[config.mk]
export PLATFORM = sky130hd
export DESIGN_NAME = sync_fifo
export DESIGN_NICKNAME = d
export VERILOG_FILES = /design/src/rtl/sync_fifo_pkg.sv /design/src/rtl/sync_fifo_mem.sv /design/src/rtl/sync_fifo.sv
export SDC_FILE = /design/constraint.sdc
export NUM_CORES = 1
export LEC_CHECK = 0
export CAP_MARGIN = 20
export CORE_MARGIN = 2
export CORE_UTILIZATION = 45
export CTS_CLUSTER_DIAMETER = 40
export CTS_CLUSTER_SIZE = 25
export DETAILED_ROUTE_END_ITERATION = 12
export PLACE_DENSITY = 0.71
export SETUP_SLACK_MARGIN = 0.05
export SYNTH_ARGS = -nofsm -noshare
export SYNTH_HDL_FRONTEND = slang
export SYNTH_HIERARCHICAL = 1
export SYNTH_SLANG_ARGS = --single-unit
[constraint.sdc]
create_clock -name clka -period 2.7 [get_ports clka]
set_input_delay 0.81 -clock clka [delete_from_list [all_inputs] [get_ports clka]]
set_output_delay 0.81 -clock clka [all_outputs]
set_load 0.02 [all_outputs]
[src/rtl/sync_fifo_pkg.sv]
// Shared constants and helpers for the single-clock FIFO.
package sync_fifo_pkg;

    localparam int DEF_DATA_W   = 8;
    localparam int DEF_DEPTH    = 16;
    localparam int DEF_AE_LEVEL = 2;
    localparam int DEF_FWFT     = 1;

    // Pointer width: one extra bit above the address so full and empty differ.
    function automatic int ptr_w(input int depth);
        return $clog2(depth) + 1;
    endfunction

    // Legal configurations: DEPTH is a power of two >= 2 and the thresholds are ordered.
    function automatic bit params_ok(input int depth, input int ae_level, input int af_level);
        bit pow2;
        pow2 = (depth >= 2) && ((depth & (depth - 1)) == 0);
        return pow2 && (ae_level >= 0) && (ae_level < af_level) && (af_level <= depth);
    endfunction

endpackage

[src/rtl/sync_fifo_mem.sv]
// FIFO storage: one registered write port, one combinational read port, no reset.
module sync_fifo_mem #(
    parameter int DATA_W = 8,
    parameter int DEPTH  = 16,
    parameter int AW     = $clog2(DEPTH)
) (
    input  logic              clk,
    input  logic              wr_en,
    input  logic [AW-1:0]     wr_addr,
    input  logic [DATA_W-1:0] wr_data,
    input  logic [AW-1:0]     rd_addr,
    output logic [DATA_W-1:0] rd_data
);

    logic [DATA_W-1:0] mem_q [DEPTH];

    // Store the incoming word; contents are deliberately left unreset.
    always_ff @(posedge clk) begin
        if (wr_en) begin
            mem_q[wr_addr] <= wr_data;
        end
    end

    assign rd_data = mem_q[rd_addr];

endmodule

[src/rtl/sync_fifo.sv]
// Parametrised single-clock FIFO with FWFT/standard read, occupancy, thresholds and sticky errors.
module sync_fifo
    import sync_fifo_pkg::*;
#(
    parameter int DATA_W   = DEF_DATA_W,
    parameter int DEPTH    = DEF_DEPTH,
    parameter int AF_LEVEL = DEPTH - 2,
    parameter int AE_LEVEL = DEF_AE_LEVEL,
    parameter int FWFT     = DEF_FWFT
) (
    input  logic                      clka,
    input  logic                      resetb_clka,
    input  logic [DATA_W-1:0]         din_clka,
    input  logic                      wr_en_clka,
    output logic                      full_clka,
    output logic                      almost_full_clka,
    input  logic                      rd_en_clka,
    output logic [DATA_W-1:0]         dout_clka,
    output logic                      empty_clka,
    output logic                      almost_empty_clka,
    output logic [ptr_w(DEPTH)-1:0]   count_clka,
    output logic                      overflow_clka,
    output logic                      underflow_clka,
    input  logic                      clr_err_clka
);

    localparam int PW = ptr_w(DEPTH);
    localparam int AW = PW - 1;

    if (!params_ok(DEPTH, AE_LEVEL, AF_LEVEL)) begin : g_param_check
        $error("sync_fifo: DEPTH must be a power of two >= 2 and 0 <= AE_LEVEL < AF_LEVEL <= DEPTH");
    end

    logic [PW-1:0]     wr_ptr_q, wr_ptr_d;
    logic [PW-1:0]     rd_ptr_q, rd_ptr_d;
    logic [PW-1:0]     count_q, count_d;
    logic              overflow_q, overflow_d;
    logic              underflow_q, underflow_d;
    logic              full_w, empty_w;
    logic              wr_accept, rd_accept;
    logic [DATA_W-1:0] mem_rd_data;

    // Flags come only from the registered count, so they never follow the request inputs.
    assign full_w            = (count_q == PW'(DEPTH));
    assign empty_w           = (count_q == '0);
    assign full_clka         = full_w;
    assign empty_clka        = empty_w;
    assign almost_full_clka  = (count_q >= PW'(AF_LEVEL));
    assign almost_empty_clka = (count_q <= PW'(AE_LEVEL));
    assign count_clka        = count_q;
    assign overflow_clka     = overflow_q;
    assign underflow_clka    = underflow_q;

    // A full FIFO refuses writes even when a read frees a slot in the same cycle, and vice versa.
    assign wr_accept = wr_en_clka & ~full_w;
    assign rd_accept = rd_en_clka & ~empty_w;

    sync_fifo_mem #(
        .DATA_W (DATA_W),
        .DEPTH  (DEPTH),
        .AW     (AW)
    ) u_mem (
        .clk     (clka),
        .wr_en   (wr_accept),
        .wr_addr (wr_ptr_q[AW-1:0]),
        .wr_data (din_clka),
        .rd_addr (rd_ptr_q[AW-1:0]),
        .rd_data (mem_rd_data)
    );

    // Next pointers and occupancy; simultaneous accepted read and write leave count unchanged.
    always_comb begin
        wr_ptr_d = wr_ptr_q;
        rd_ptr_d = rd_ptr_q;
        count_d  = count_q;
        if (wr_accept) begin
            wr_ptr_d = wr_ptr_q + PW'(1);
        end
        if (rd_accept) begin
            rd_ptr_d = rd_ptr_q + PW'(1);
        end
        case ({wr_accept, rd_accept})
            2'b10:   count_d = count_q + PW'(1);
            2'b01:   count_d = count_q - PW'(1);
            default: count_d = count_q;
        endcase
    end

    // Sticky error flags; a fresh error in the same cycle as a clear keeps the flag set.
    always_comb begin
        overflow_d  = overflow_q;
        underflow_d = underflow_q;
        if (clr_err_clka) begin
            overflow_d  = 1'b0;
            underflow_d = 1'b0;
        end
        if (wr_en_clka && full_w) begin
            overflow_d = 1'b1;
        end
        if (rd_en_clka && empty_w) begin
            underflow_d = 1'b1;
        end
    end

    // Pointer, count and flag registers.
    always_ff @(posedge clka or negedge resetb_clka) begin
        if (!resetb_clka) begin
            wr_ptr_q    <= '0;
            rd_ptr_q    <= '0;
            count_q     <= '0;
            overflow_q  <= 1'b0;
            underflow_q <= 1'b0;
        end else begin
            wr_ptr_q    <= wr_ptr_d;
            rd_ptr_q    <= rd_ptr_d;
            count_q     <= count_d;
            overflow_q  <= overflow_d;
            underflow_q <= underflow_d;
        end
    end

    if (FWFT != 0) begin : g_fwft
        // Head word shown directly; forced to zero while empty so reset reads back as zero.
        assign dout_clka = empty_w ? '0 : mem_rd_data;
    end else begin : g_std
        logic [DATA_W-1:0] dout_q, dout_d;

        // Load the head word only on an accepted read, otherwise hold.
        always_comb begin
            dout_d = dout_q;
            if (rd_accept) begin
                dout_d = mem_rd_data;
            end
        end

        // Registered read data.
        always_ff @(posedge clka or negedge resetb_clka) begin
            if (!resetb_clka) begin
                dout_q <= '0;
            end else begin
                dout_q <= dout_d;
            end
        end

        assign dout_clka = dout_q;
    end

endmodule
==> metrics.txt <==
largest area contributor in the netlist=edfxtp_1; status=finished with violations; relative max-transition margin=51.9%; CP max stage delay=570 ps; Final nets=415; share of post-route cells with drive strength above 1=37.2%; initial drt markers=271; Worst-Margin Slew=719 ps; Leak=2.60 nW; Synth area leaders=edfxtp_1 65%, mux4_2 6.8%, dfrtp_1 6.3%, mux4_1 6.2%, a22oi_1 2.0%; fill count=1001; Synth Area per Inst=19.1 sq um; drt first pass iters=4; final setup vio count=8; synth unique cells=43; most common cell in the netlist=edfxtp_1; CP Launch Type=flip-flop; DRC=0; CTS tree=yes; Final Non-Filler Cells=581; final period utilization=112%; sequential area share after synthesis=71.2%; Power Total=0.00851 W; final hold vios=0; Fmax=330 MHz; Max Slew Vio Count=0; syn_nets=330; Starting Density=46.6%; later-pin clock latency in the skew report=420 ps; Detail Route Antenna Nets=0; pin count of the biggest net entering global routing=22; Synth Cell Area=5930 sq um; Slowest cell on crit path=mux4_1; top-area cell type share of the netlist area=64.9%; CTS Buf Count=17; antenna violations before repair=1; total track usage=18.2%; Clock Skews=8.32 ps; Buf/Inv on CP=2; multi-input logic area=1650 sq um; Pwr per Cell Area=1140 nW/um^2; worst vdd ir=929 uV; placed instance area=6730 sq um; die width=119 um; area occupied by registers=4220 sq um; root buffer cell=clkbuf_16; Ys Warns=6; WP depth=6; CTS H-tree lvls=4; Async SR Flop Fraction=10.5%; Hold Crit Class=reg -> reg; HPWL after DPL=7.89 mm; post-route setup slack=-332 ps; Routed WL=11.7 mm; clock tree buffer depth=2; clk sinks=143; num rows=41; ys flop type=edfxtp_1; IO Pins=32; worst hold stages=1; area grow syn2layout=25.5%; post-synthesis cell count=311; Final min period=3030 ps; vias in the first global route=3277; IO buf count=31; Placer Congestion=0.782; post-place setup slack=-329 ps; WP data arrival=2220 ps; crit-path cells=buf_8, mux4_1, a22oi_2, nand2_1, nor2b_1, buf_4; first-pass GRT wire length=18.6 mm; design area=7440 sq um; Worst Path Required=1890 ps; core area=12700 sq um; #FFs+latches synth=143; n_diodes=0; Crit Path Class=reg -> out; vias post-DR=3175; Via-to-Cell Ratio=5.46; cell family with most CP delay=multiplexers; Die H=119 um; Max FO, Critical Path=8; die area=14100 sq um; RSZ-0062 raised after global routing=true; Setup crit end kind=output port; Max-cap violations=0; Cells after DPL=543; FF-to-FF path depth=10; violated checks=setup timing; most frequent cells after synthesis=128 x edfxtp_1, 18 x mux4_2, 16 x a22oi_1, 16 x nor2_1, 15 x dfrtp_1; remaining global-route overflow=0; EDFF count, synth=128; Wirelength per Cell=20.1 um; clock-pin transition on the worst setup and hold timing paths=60 ps
## what timing repair did
action,4_1_cts,5_1_grt
setup buffers,6,0
resized for setup,81,12
setup endpoints to repair,11,10
pin swaps,10,4
hold buffers,0,0
gates cloned,1,0
## flip-flops by register name (all words and copies together) (netlist names)
signal and count:
u_mem/mem_q 128, count_clka 5, rd_ptr_q 4, wr_ptr_q 4
overflow_clka 1, underflow_clka 1
## per-layer routing
metal | part of all wire [%] | GRT usage [%] | routed length, um | vias up
met5 | 0.11 | 0 | 13 | -
met4 | 1.7 | 6.18 | 201 | 2
met3 | 6.2 | 5.16 | 730 | 17
met2 | 52 | 30.0 | 6060 | 114
met1 | 40 | 23.2 | 4700 | 1619
li1 | - | - | - | 1423
## stage by stage
stage / setup TNS [ps] / hold WS [ps] / utilization [%]
floorplan: 0 / 487 / -
global placement: -3080 / 497 / 52.9
detailed placement: -4260 / 498 / 52.9
CTS: -2440 / 513 / 58.5
global route: -2890 / 523 / 58.5
finish: -2210 / 507 / 58.5
## cell usage in the layout (no fill, tap or decap), types with 2 or more instances in the layout
master           count
buf_8                2
and2_4               2
buf_6                8
bufinv_16            2
nand2b_1             5
edfxtp_1           128
buf_4               41
mux2_2               2
a22oi_2             15
a22o_1               2
mux4_1               3
a21oi_1              3
nand2_1             13
nor3_1               4
clkbuf_16           17
nand3_1              4
xor2_1               5
clkinvlp_4           3
nand3b_1             2
nor2_1              16
nor2b_1              7
ha_1                 4
a21o_1               2
buf_2                3
inv_1                2
mux4_2              29
o21ai_0              3
clkdlybuf4s50_1     20
dfrtp_2              3
buf_12               5
mux2i_1              2
xnor2_1              6
inv_6                3
clkinv_4             3
dfrtp_1             12
nand4_1              2
## power breakdown
part           switching (W)  internal, W
Sequential          0.000230      0.00274
Combinational        0.00160      0.00167
Clock               0.000893      0.00137
## kinds of logic after synthesis
logic type                 share of synthesized area, %
buffers and inverters                              2.17
muxes                                              14.0
and+or+nand+nor                                    6.14
DFF                                                71.2
AOI/OAI and AO/OA                                  3.57
adders and majority gates                          1.27
xor gates and xnor gates                           1.63
## area by class of cell
class | instances | share of cell area (%)
clock buffer | 18 | 5.77
clock inverter | 14 | 2.09
inverter | 3 | 0.185
multi-input combinational | 150 | 22.1
sequential | 143 | 56.8
tap | 172 | 2.89
timing repair buffer | 81 | 10.2
## path summary, 6_finish.rpt
kind                               start            end  slack (ps)
max                          rd_ptr_q[0]   dout_clka[5]        -330
min                        overflow_clka  overflow_clka         510
max reg2reg                count_clka[2]  count_clka[4]         230
min reg2reg                overflow_clka  overflow_clka         510
max in group asynchronous    resetb_clka  count_clka[1]        1370
min in group asynchronous    resetb_clka  count_clka[3]         820
(Power assumes the default switching activity.)
